$ cat src/rtl/d7seg_pkg.sv
// Shared constants and the hex-to-segment lookup for the 7-segment output stage.
package d7seg_pkg;

    localparam int HEX_BIT        = 0;
    localparam int BLINK_BIT      = 1;
    localparam int RATE_LSB       = 2;
    localparam int BRIGHT_LSB     = 4;
    localparam int BLINK_BASE_BIT = 4;

    // Segment order is {g,f,e,d,c,b,a}, active high.
    function automatic logic [6:0] hex2seg(input logic [3:0] nib);
        logic [6:0] seg;
        case (nib)
            4'h0: seg = 7'h3F;
            4'h1: seg = 7'h06;
            4'h2: seg = 7'h5B;
            4'h3: seg = 7'h4F;
            4'h4: seg = 7'h66;
            4'h5: seg = 7'h6D;
            4'h6: seg = 7'h7D;
            4'h7: seg = 7'h07;
            4'h8: seg = 7'h7F;
            4'h9: seg = 7'h6F;
            4'hA: seg = 7'h77;
            4'hB: seg = 7'h7C;
            4'hC: seg = 7'h39;
            4'hD: seg = 7'h5E;
            4'hE: seg = 7'h79;
            default: seg = 7'h71;
        endcase
        return seg;
    endfunction

endpackage

$ cat src/rtl/d7seg_display_ctrl_tick_gen.sv
// Free-running prescaler producing a one-cycle blink tick every PRESCALE enabled cycles.
module tick_gen #(
    parameter int PRESCALE = 1000
) (
    input  logic clk,
    input  logic rst,
    input  logic ena,
    output logic tick
);

    localparam int W = (PRESCALE > 2) ? $clog2(PRESCALE) : 1;
    localparam logic [W-1:0] LAST = W'(PRESCALE - 1);

    logic [W-1:0] pre_cnt;

    // Gated by ena so the blink counter holds while the display is disabled.
    assign tick = ena && (pre_cnt == LAST);

    always_ff @(posedge clk or posedge rst) begin
        if (rst) begin
            pre_cnt <= '0;
        end else if (ena) begin
            if (pre_cnt == LAST) pre_cnt <= '0;
            else                 pre_cnt <= pre_cnt + 1'b1;
        end
    end

endmodule

$ cat src/rtl/d7seg_display_ctrl.sv
// 7-segment output stage: hex decode, PWM dimming, blinking, frame-aligned shadow update.
module d7seg_display_ctrl
    import d7seg_pkg::*;
#(
    parameter int PRESCALE  = 1000,
    parameter int PWM_WIDTH = 4
) (
    input  logic       clk,
    input  logic       rst,
    input  logic       ena,
    input  logic [7:0] data_i,
    input  logic [7:0] ctrl_i,
    output logic [7:0] d7seg_o,
    output logic       frame_o
);

    logic                 tick;
    logic [7:0]           blink_cnt;
    logic [PWM_WIDTH-1:0] pwm_cnt;
    logic [7:0]           data_sh;
    logic [7:0]           ctrl_sh;
    logic                 frame_end;
    logic [1:0]           rate;
    logic [2:0]           phase_idx;
    logic                 blink_phase;
    logic [3:0]           bright;
    logic                 bright_on;
    logic                 gate;
    logic [7:0]           pattern;

    tick_gen #(.PRESCALE(PRESCALE)) u_tick_gen (
        .clk  (clk),
        .rst  (rst),
        .ena  (ena),
        .tick (tick)
    );

    assign frame_end = ena && (pwm_cnt == '1);
    assign frame_o   = frame_end;

    // Blink and brightness are taken from the shadow copy so they only change per frame.
    assign rate        = ctrl_sh[RATE_LSB +: 2];
    assign phase_idx   = 3'(BLINK_BASE_BIT) + {1'b0, rate};
    assign blink_phase = blink_cnt[phase_idx];
    assign bright      = ctrl_sh[BRIGHT_LSB +: 4];
    assign bright_on   = (bright != 4'h0) && ((bright == 4'hF) || (pwm_cnt < bright));
    assign gate        = ena && bright_on && !(ctrl_sh[BLINK_BIT] && blink_phase);
    assign pattern     = ctrl_sh[HEX_BIT] ? {data_sh[7], hex2seg(data_sh[3:0])} : data_sh;

    always_ff @(posedge clk or posedge rst) begin
        if (rst) begin
            blink_cnt <= '0;
            pwm_cnt   <= '0;
            data_sh   <= '0;
            ctrl_sh   <= '0;
            d7seg_o   <= '0;
        end else begin
            d7seg_o <= gate ? pattern : 8'h00;
            if (ena) begin
                pwm_cnt <= pwm_cnt + 1'b1;
                if (tick) blink_cnt <= blink_cnt + 1'b1;
                if (frame_end) begin
                    data_sh <= data_i;
                    ctrl_sh <= ctrl_i;
                end
            end
        end
    end

endmodule

$ cat config.mk
export PLATFORM = sky130hd
export DESIGN_NAME = d7seg_display_ctrl
export DESIGN_NICKNAME = d
export VERILOG_FILES = /design/src/rtl/d7seg_pkg.sv /design/src/rtl/d7seg_display_ctrl_tick_gen.sv /design/src/rtl/d7seg_display_ctrl.sv
export SDC_FILE = /design/constraint.sdc
export NUM_CORES = 1
export LEC_CHECK = 0
export ABC_AREA = 1
export CELL_PAD_IN_SITES_DETAIL_PLACEMENT = 0
export CELL_PAD_IN_SITES_GLOBAL_PLACEMENT = 1
export CORE_ASPECT_RATIO = 1.25
export CORE_UTILIZATION = 44
export DETAILED_ROUTE_END_ITERATION = 16
export GPL_ROUTABILITY_DRIVEN = 1
export MAX_ROUTING_LAYER = met4
export PLACE_DENSITY_LB_ADDON = 0.1
export SLEW_MARGIN = 10
export SYNTH_ARGS = -nofsm -noshare
export SYNTH_HDL_FRONTEND = slang
export SYNTH_SLANG_ARGS = --single-unit
$ cat constraint.sdc
create_clock -name clk -period 4.3 [get_ports clk]
set_clock_uncertainty 0.15 [all_clocks]
set_input_delay 0.43 -clock clk [delete_from_list [all_inputs] [get_ports clk]]
set_output_delay 0.43 -clock clk [all_outputs]
set_load 0.01 [all_outputs]
==> impl_results.md, run 1 <==
* Max-slew headroom at the worst pin at 37.5%
* Max-Cap Viols at 0
* # diodes at 0
* Routability Congestion at 0.857
* Number of nets produced by synthesis at 336
* Synth Register Bits at 46
* H-tree levels at 2
* Switching share of total power at 39.5%
* Arrival @ worst endpoint at 2220 ps
* Final wirelength at 4640 microns
* Relative contribution of combinational cells to total power at 38.5%
* Fin Hold WS at 338 ps
* Routed wire per std cell at 11.7 microns
* Layout cells sized above 1 at 5.37%
* Most frequently used cell type in the post-synthesis netlist: sky130_fd_sc_hd__nand2_1
* Vias in the first global route at 1824
* Post-Syn Instances at 306
* Skew-Pair Late Insertion Delay at 290 ps
* Syn-to-layout area delta at 16.6%
* Overall global routing resource usage at 19.2%
* Global-route wire length before repair at 8110 microns
* Largest net degree at the start of global routing at 47
* Warnings, synthesis at 0
* Total placed cells including tap cells at 389
* Critical path required time at 3720 ps
* Clock buffer count from CTS at 5
* Launch point of the critical path: ena
* Met3 layer usage reported by global route at 4.03%
* Worst Setup Slack, final at 1500 ps
* Final hold violation count at 0
* Final Non-Filler Cells at 397
* Half-perimeter wire length after placement at 3390 microns
* Fin. max-slew vios at 0
* Class of the worst hold path: register to register
* Fraction of power consumed by sequential logic at 45.0%
* Mean cell area of the mapped netlist at 7.94 sq um
* Post CTS Setup Buffer Count at 0
* Worst-margin pin slew at 936 ps
* Final ANT Viol Nets at 0
* Count of buffers from port buffering at 27
* Via density at 4.88
* Total negative setup slack at 0 ps
* Reported net switching power at 0.647 mW
* Place WS at 1480 ps
* Detailed Route Iter0 Violations at 85
* Via Count at 1937
* Effective utilization at floorplan at 46.9%
* Initial DRT Pass Iterations at 4
* Post-synth design cell area at 0.00243 sq mm
* Fraction of the yosys area taken by sequential cells at 47.3%
* Met2 layer usage reported by global route at 32.1%
* Overall die height at 85.1 microns
* Clock-pin slew reported for the worst setup and hold paths after clock tree synthesis at 80 ps
* VDD IR max at 0.000281 V
* Share of flip-flops with an asynchronous set or reset after synthesis at 100%
* Final period demand of the worst path at 2800 ps
* Initial antenna violation count at 0
* Die outline area at 0.00583 sq mm
* Critical Setup Path Class: primary input to output port
* Global routing usage on met1 at 23.2%
* Dominant cells by area after synthesis: sky130_fd_sc_hd__dfrtp_1 (47%), sky130_fd_sc_hd__nand2_1 (15%), sky130_fd_sc_hd__inv_1 (5.9%)
* Internal Power at 0.989 mW
* Dominant register cell in the synthesized netlist: sky130_fd_sc_hd__dfrtp_1
* Cell type with the highest aggregate area in the netlist: sky130_fd_sc_hd__dfrtp_1
* Power Density at 577 mW/mm^2
* Number of standard-cell rows in the floorplan at 29
* Final cycle utilization of the critical path at 65.1%
* Hold-fix buffer count after cts at 0
* Static Leak at 1.44 nW
* Area of the core at 0.00519 sq mm
* TritonCTS clock tree: built
* Most used routing layer in global routing: met2
* Die width at 68.5 microns
* Number of nets in the layout at 364
* Gates resized, CTS repair at 0
* Worst Setup End Kind: output port
* Most used standard cells in the synthesized netlist: sky130_fd_sc_hd__nand2_1 (97), sky130_fd_sc_hd__dfrtp_1 (46), sky130_fd_sc_hd__inv_1 (38)
* EDFF count, synth at 0
* Area share of the largest cell type after synthesis at 47.3%
* Detailed-route DRC error count at 0
* Run status: complete, no violations
* Worst Hold Launch: data_sh[7]
* R2R Path Start: u_tick_gen.pre_cnt[0]
* Kind of start point of the critical path: primary input
* Final Setup Violations at 0
* Number of buffers between clock root and the deepest sink at 2
* Clock network fraction of design power at 16.5%
* Max Fanout on Critical Path at 11
* RSZ-0062 raised after global routing: no
* Grt ovf at 0
* Number of sinks driven by the clock tree at 46
* Cell at the root of the clock tree: sky130_fd_sc_hd__clkbuf_8
* Cell variety after synth at 25
* Highest attainable clock frequency at 357 MHz
* Number of ports placed on the die boundary at 28
-- power groups by stage --
stage	sequential (mW)	clock [mW]	combinational (mW)
after floorplan	0.706	0	0.490
after global placement	0.745	0	0.633
after detailed placement	0.747	0	0.640
after CTS	0.738	0.282	0.644
after global routing	0.766	0.296	0.751
final	0.736	0.270	0.631
-- worst paths after layout --
check / to / slack [ps] / depth (start not counted)
hold reg to reg: d7seg_o[7] / 340 / 2
min in group asynchronous: u_tick_gen.pre_cnt[2] / 510 / 2
setup / recovery: frame_o / 1500 / 6
setup reg to reg: blink_cnt[5] / 2370 / 8
hold / removal: d7seg_o[7] / 340 / 2
max in group asynchronous: data_sh[1] / 2910 / 2
-- flip-flops by register name, indices dropped and copies added, names as in the netlist --
| name | flops |
|---|---|
| blink_cnt | 8 |
| ctrl_sh | 8 |
| d7seg_o | 8 |
| data_sh | 8 |
| pwm_cnt | 4 |
| u_tick_gen.pre_cnt | 10 |
-- metal layers --
layer  wire [microns]  vias to the layer above
met4               53                        0
met1             2090                      885
met3              140                        5
li1                 -                     1013
met5                0                        -
met2             2360                       34
-- cells by family (layout without fill, tap and decap cells) --
logic type | count (synthesis) | in the layout | share of synthesized area (%)
xor gates and xnor gates | 11 | 11 | 4.27
AOI/OAI and AO/OA | 35 | 35 | 7.93
adders and majority gates | 11 | 11 | 5.66
DFF | 46 | 46 | 47.3
and+or+nand+nor | 156 | 156 | 26.8
buffers and inverters | 47 | 76 | 7.98
-- cell type report --
class,instances,area [sq um]
Inverter,40,150
Multi-Input combinational cell,213,1090
Clock inverter,1,5.00
Timing Repair Buffer,28,278
Fill cell,536,2350
Sequential cell,46,1150
Tap cell,62,77.6
Clock buffer,7,86.3
-- metrics by stage --
step / power (mW) / cell area, sq um / util, %
6_report: 1.64 / 2830 / 54.6
5_1_grt: 1.81 / 2830 / 54.6
4_1_cts: 1.66 / 2830 / 54.6
3_5_place_dp: 1.39 / 2740 / 52.9
3_3_place_gp: 1.38 / 2740 / 52.9
2_1_floorplan: 1.20 / 2430 / -
-- critical path, stage by stage --
cell                              delay [ps]
sky130_fd_sc_hd__clkdlybuf4s50_1         760
sky130_fd_sc_hd__nand2_1                 180
sky130_fd_sc_hd__nor2_1                  120
sky130_fd_sc_hd__nand2_1                 110
sky130_fd_sc_hd__inv_1                    90
sky130_fd_sc_hd__clkdlybuf4s50_1         530
-- placed cells by master (no fill, tap or decap), drive strengths merged --
| cell | synthesis | layout |
|---|---|---|
| nand2 | 99 | 99 |
| o211ai | 2 | 2 |
| xor2 | 5 | 5 |
| dfrtp | 46 | 46 |
| nand3b | 1 | 1 |
| o21ai | 22 | 22 |
| a22oi | 2 | 2 |
| nor2 | 31 | 31 |
| clkinv | 0 | 1 |
| buf | 7 | 1 |
| ha | 11 | 11 |
| nor3 | 3 | 3 |
| clkbuf | 0 | 7 |
| clkdlybuf4s50 | 0 | 27 |
| a31oi | 3 | 3 |
| xnor2 | 6 | 6 |
| nand4 | 5 | 5 |
| inv | 40 | 40 |
| nand3 | 17 | 17 |
| a21oi | 6 | 6 |
Note: power is estimated with default switching activity, not from simulation.
==> inputs of run 2 (changes only) <==
--- a/config.mk
+++ b/config.mk
@@ -9,7 +9,7 @@
 export CELL_PAD_IN_SITES_DETAIL_PLACEMENT = 0
 export CELL_PAD_IN_SITES_GLOBAL_PLACEMENT = 1
 export CORE_ASPECT_RATIO = 1.25
-export CORE_UTILIZATION = 44
+export CORE_UTILIZATION = 41
 export DETAILED_ROUTE_END_ITERATION = 16
 export GPL_ROUTABILITY_DRIVEN = 1
 export MAX_ROUTING_LAYER = met4
==> constraint.sdc (replaced) <==
create_clock -name clk -period 2.93 [get_ports clk]
set_clock_uncertainty 0.15 [all_clocks]
set_input_delay 0.293 -clock clk [delete_from_list [all_inputs] [get_ports clk]]
set_output_delay 0.293 -clock clk [all_outputs]
set_load 0.01 [all_outputs]
==> run 2 against run 1 <==
Clock-buffer cell count down 1. First-iteration DRC count down 12%. Via count down 1.7%. Power up 58%. Worst setup slack worse by 790 ps. Final area up 3.0%. Register-to-register slack worse by 1100 ps. Hold slack worse by 110 ps. Die area up 7.1%. Clock power up 110%. Flip-flop and latch count unchanged. Critical path type is now register to output port.
==> impl_results.md, run 2 (synthesis gave the netlist of run 1 again) <==
* Number of sinks driven by the clock tree at 46
* Cell breakdown of the critical path: ha_1 -> nand2_1 -> nor2_1 -> nand2_1 -> inv_1 -> clkdlybuf4s50_1
* Die width at 70.9 microns
* Crit-path leading delay family: buffers and inverters
* Kind of start point of the critical path: register
* H-tree levels at 2
* Worst-margin pin slew at 564 ps
* Overall global routing resource usage at 17.5%
* Detailed-route DRC error count at 0
* Layout cells sized above 1 at 6.78%
* Arrival @ worst endpoint at 1780 ps
* Util after Layout at 50.9%
* Half-perimeter wire length after placement at 3510 microns
* Max Fanout on Critical Path at 4
* Area of the core at 0.00574 sq mm
* Routability Congestion at 0.837
* Final Setup Violations at 0
* Max-Cap Viols at 0
* Final hold violation count at 0
* Gates resized, CTS repair at 0
* Max-slew headroom at the worst pin at 62.4%
* Dominant cell type by count on the critical path: sky130_fd_sc_hd__nand2_1
* Power Density at 886 mW/mm^2
* Static Leak at 1.48 nW
* Initial antenna violation count at 0
* Critical path required time at 2490 ps
* Critical Setup Path Class: register to output port
* Final period demand of the worst path at 2220 ps
* Number of nets in the layout at 368
* Overall die height at 88.1 microns
* Grt ovf at 0
* Total negative setup slack at 0 ps
* Skew-Pair Late Insertion Delay at 300 ps
* Post-route design area at 0.00292 sq mm
* Detailed Route Iter0 Violations at 75
* Leading cell types in the layout, fill and taps excluded: sky130_fd_sc_hd__nand2_1 (97), sky130_fd_sc_hd__dfrtp_1 (46), sky130_fd_sc_hd__inv_1 (37)
* Number of standard-cell rows in the floorplan at 31
* Fin Hold WS at 224 ps
* Initial DRT Pass Iterations at 6
* Via Count at 1904
* Die outline area at 0.00624 sq mm
* Stage delay of the slowest cell on the critical path at 530 ps
* Highest attainable clock frequency at 450 MHz
* Clock-pin slew reported for the worst setup and hold paths after clock tree synthesis at 90 ps
* Vias in the first global route at 1847
* Number of buffers between clock root and the deepest sink at 2
* Global-route wire length before repair at 8260 microns
* Cell at the root of the clock tree: sky130_fd_sc_hd__clkbuf_8
* Run status: complete, no violations
* Class of the worst hold path: primary input to async pin
* Total placed cells including tap cells at 397
* TritonCTS clock tree: built
* Worst Setup Slack, final at 709 ps
* CP bufs+invs at 2
* Largest net degree at the start of global routing at 30
* # diodes at 0
* Worst Setup End Kind: output port
* Fin. max-slew vios at 0
* Effective utilization at floorplan at 42.3%
* Flip-flop count of the largest register after layout at 10
* Final wirelength at 4610 microns
* VDD IR max at 0.000420 V
* Final Non-Filler Cells at 405
* Leading cell type in the layout, fill and taps excluded: sky130_fd_sc_hd__nand2_1
* Final cycle utilization of the critical path at 75.8%
* Final ANT Viol Nets at 0
* Count of buffers from port buffering at 27
* DP Area at 0.00278 sq mm
* CP max-delay cell: sky130_fd_sc_hd__clkdlybuf4s50_1
* Register bank with the most flops: u_tick_gen.pre_cnt
* Hold-fix buffer count after cts at 0
* Post CTS Setup Buffer Count at 0
* Place WS at 762 ps
* RSZ-0062 raised after global routing: no
* Routed wire per std cell at 11.4 microns
* Syn-to-layout area delta at 20.1%
* Number of ports placed on the die boundary at 28
* PnR Total Power at 2.59 mW
* Clock buffer count from CTS at 5
* Via density at 4.70
==> run 2: changes by cell type in the layout (fill, tap and decap cells not counted) <==
cell	previous run	this run
sky130_fd_sc_hd__buf_4	1	5
sky130_fd_sc_hd__bufinv_16	0	2
sky130_fd_sc_hd__clkbuf_1	1	0
sky130_fd_sc_hd__clkinv_2	1	0
==> run 2: per-layer routing <==
| metal | vias up | global-route usage (%) | routed length (microns) |
|---|---|---|---|
| li1 | 1017 | - | - |
| met1 | 856 | 20.7 | 2130 |
| met2 | 24 | 30.8 | 2300 |
| met3 | 7 | 3.11 | 121 |
| met4 | 0 | 4.91 | 56 |
| met5 | - | - | 0 |
==> run 2: final timing paths <==
check | from | end | slack, ps | cells past startpoint
min | rst | ctrl_sh[3] | 220 | 2
min in group clk | data_sh[7] | d7seg_o[7] | 340 | 2
min reg2reg | data_sh[7] | d7seg_o[7] | 340 | 2
max | pwm_cnt[0] | frame_o | 710 | 6
max reg2reg | u_tick_gen.pre_cnt[0] | blink_cnt[5] | 1250 | 9
max in group asynchronous | rst | u_tick_gen.pre_cnt[3] | 1830 | 3
==> run 2: area by class of cell <==
type                       instances  area [sq um]
fill                             577          2820
sequential                        46          1150
multi-input combinational        213          1090
timing repair buffer              32           308
inverter                          40           150
clock buffer                       6          82.6
tap                               66          82.6
clock inverter                     2          60.1
==> run 2: power by group <==
part / switching, mW / internal, mW
logic: 0.533 / 0.400
registers: 0.216 / 0.865
clock network: 0.209 / 0.364
==> inputs of run 3 (changes only) <==
--- a/config.mk
+++ b/config.mk
@@ -9,7 +9,7 @@
 export CELL_PAD_IN_SITES_DETAIL_PLACEMENT = 0
 export CELL_PAD_IN_SITES_GLOBAL_PLACEMENT = 1
 export CORE_ASPECT_RATIO = 1.25
-export CORE_UTILIZATION = 41
+export CORE_UTILIZATION = 37
 export DETAILED_ROUTE_END_ITERATION = 16
 export GPL_ROUTABILITY_DRIVEN = 1
 export MAX_ROUTING_LAYER = met4
==> constraint.sdc (replaced) <==
create_clock -name clk -period 1.8 [get_ports clk]
set_clock_uncertainty 0.15 [all_clocks]
set_input_delay 0.18 -clock clk [delete_from_list [all_inputs] [get_ports clk]]
set_output_delay 0.18 -clock clk [all_outputs]
set_load 0.01 [all_outputs]
==> run 3 against run 2 <==
First-iteration DRC count is 8.0% higher. Sequential power is 62% higher. Clock power is 33% higher. Largest power group unchanged. Global-route usage is 0.68 points lower. Via count is 2.3% higher.
==> impl_results.md, run 3 (synthesis gave the netlist of run 1 again) <==
* TritonCTS clock tree: built
* Die outline area at 0.00690 sq mm
* Worst Setup End Kind: output port
* PnR Total Power at 4.13 mW
* Critical Setup Path Class: register to output port
* Flip-flop count of the largest register after layout at 10
* Fin. max-slew vios at 0
* Arrival @ worst endpoint at 1300 ps
* Via density at 4.54
* Final ANT Viol Nets at 0
* Die width at 74.5 microns
* Routability Congestion at 0.825
* Crit-path leading delay family: flip-flops
* Power Density at 1390 mW/mm^2
* # diodes at 0
* Area of the core at 0.00625 sq mm
* Cell breakdown of the critical path: ha_1 -> nand2_2 -> nor2_1 -> nand2_1 -> inv_1 -> clkbuf_2
* Run status: complete, no violations
* Detailed Route Iter0 Violations at 81
* Syn-to-layout area delta at 22.2%
* Global-route wire length before repair at 8580 microns
* Register bank with the most flops: u_tick_gen.pre_cnt
* Final cycle utilization of the critical path at 90.7%
* Kind of start point of the critical path: register
* Vias in the first global route at 1821
* Overall global routing resource usage at 16.9%
* Count of buffers from port buffering at 27
* Initial DRT Pass Iterations at 4
* Static Leak at 1.50 nW
* Largest net degree at the start of global routing at 30
* VDD IR max at 0.000709 V
* DP Area at 0.00285 sq mm
* Leading cell types in the layout, fill and taps excluded: sky130_fd_sc_hd__nand2_1 (96), sky130_fd_sc_hd__dfrtp_1 (46), sky130_fd_sc_hd__inv_1 (37)
* Detailed-route DRC error count at 0
* Final hold violation count at 0
* Critical path required time at 1470 ps
* Final Setup Violations at 0
* Clock-pin slew reported for the worst setup and hold paths after clock tree synthesis at 90 ps
* Class of the worst hold path: primary input to async pin
* Highest attainable clock frequency at 612 MHz
* Max Fanout on Critical Path at 2
* Effective utilization at floorplan at 38.9%
* Leading cell type in the layout, fill and taps excluded: sky130_fd_sc_hd__nand2_1
* Number of buffers between clock root and the deepest sink at 2
* Stage delay of the slowest cell on the critical path at 400 ps
* Max-slew headroom at the worst pin at 72.0%
* Register Area at 0.00115 sq mm
* Grt ovf at 0
* Half-perimeter wire length after placement at 3580 microns
* Post-route design area at 0.00297 sq mm
* CP max-delay cell: sky130_fd_sc_hd__dfrtp_1
* Util after Layout at 47.6%
* Skew-Pair Late Insertion Delay at 300 ps
* CP bufs+invs at 2
* Hold-fix buffer count after cts at 0
* Initial antenna violation count at 0
* RSZ-0062 raised after global routing: no
* Number of standard-cell rows in the floorplan at 32
* H-tree levels at 2
* Number of inserted filler cells in the final layout at 654
* Cell at the root of the clock tree: sky130_fd_sc_hd__clkbuf_8
* Number of sinks driven by the clock tree at 46
* Total negative setup slack at 0 ps
* Max-Cap Viols at 0
* Number of ports placed on the die boundary at 28
* Final wirelength at 4900 microns
* Routed wire per std cell at 11.4 microns
* Number of nets in the layout at 373
* Worst-margin pin slew at 419 ps
* Layout cells sized above 1 at 8.43%
* Clock buffer count from CTS at 5
* Via Count at 1947
* Overall die height at 92.6 microns
* Multi-input gate area at 0.00109 sq mm
* Final period demand of the worst path at 1630 ps
run 3: changes by cell type in the layout (fill, tap and decap cells not counted):
cell and delta:
sky130_fd_sc_hd__nor2_1 -1, sky130_fd_sc_hd__bufinv_16 -1, sky130_fd_sc_hd__clkbuf_1 +2, sky130_fd_sc_hd__buf_4 +3, sky130_fd_sc_hd__clkbuf_2 +1, sky130_fd_sc_hd__buf_12 +2
sky130_fd_sc_hd__clkdlybuf4s50_1 -1, sky130_fd_sc_hd__nand2_1 -1, sky130_fd_sc_hd__clkbuf_8 -1, sky130_fd_sc_hd__nand2_2 +1, sky130_fd_sc_hd__nor2_2 +1
run 3: worst reg2reg max path, stage by stage (launching register included):
cell and delay (ps):
sky130_fd_sc_hd__dfrtp_1 450, sky130_fd_sc_hd__inv_1 130, sky130_fd_sc_hd__ha_1 220, sky130_fd_sc_hd__inv_1 90, sky130_fd_sc_hd__nor2_2 50, sky130_fd_sc_hd__o21ai_0 210
sky130_fd_sc_hd__nand2_1 70, sky130_fd_sc_hd__nand2_1 60, sky130_fd_sc_hd__nand2_1 50, sky130_fd_sc_hd__nor2_1 90
run 3: repair_timing:
action / 4_1_cts / 5_1_grt
gates resized for setup: 3 / 2
setup buffers: 1 / 1
setup endpoints to repair: 1 / 2
run 3: routing by layer:
| metal | GRT usage (%) | part of all wire [%] | vias up |
|---|---|---|---|
| met1 | 20.3 | 47 | 885 |
| met2 | 27.9 | 49 | 25 |
| met3 | 3.59 | 2.7 | 5 |
| li1 | - | - | 1032 |
| met5 | - | 0 | - |
| met4 | 5.19 | 1.2 | 0 |
run 3: final timing paths:
check	start	endpoint	slack (ps)	cells past startpoint
max reg2reg	data_sh[1]	d7seg_o[0]	170	9
min	rst	u_tick_gen.pre_cnt[2]	30	2
max in group asynchronous	rst	ctrl_sh[2]	1020	3
max	pwm_cnt[0]	frame_o	170	6
min in group clk	data_i[4]	data_sh[4]	260	3
min reg2reg	data_sh[7]	d7seg_o[7]	350	2
run 3: final cells by class:
class,instances,area share [%]
Clock inverter,1,1.01
Clock buffer,7,2.57
Multi-Input combinational cell,213,36.7
Inverter,40,5.05
Tap cell,85,3.58
Timing Repair Buffer,37,12.3
Sequential cell,46,38.8
run 3: power by group:
| part | internal (mW) | switching (mW) |
|---|---|---|
| combinational | 0.704 | 0.915 |
| sequential | 1.41 | 0.338 |
| clock | 0.416 | 0.345 |
| total | 2.53 | 1.60 |
run 3: stage by stage:
stage | setup slack [ps] | instances | hold slack (ps)
2_1_floorplan | 382 | 306 | 140
4_1_cts | 19.8 | 428 | 39.4
3_3_place_gp | -103 | 419 | 331
6_report | 167 | 429 | 33.7
3_5_place_dp | -110 | 419 | 337
5_1_grt | 9.23 | 429 | 75.1
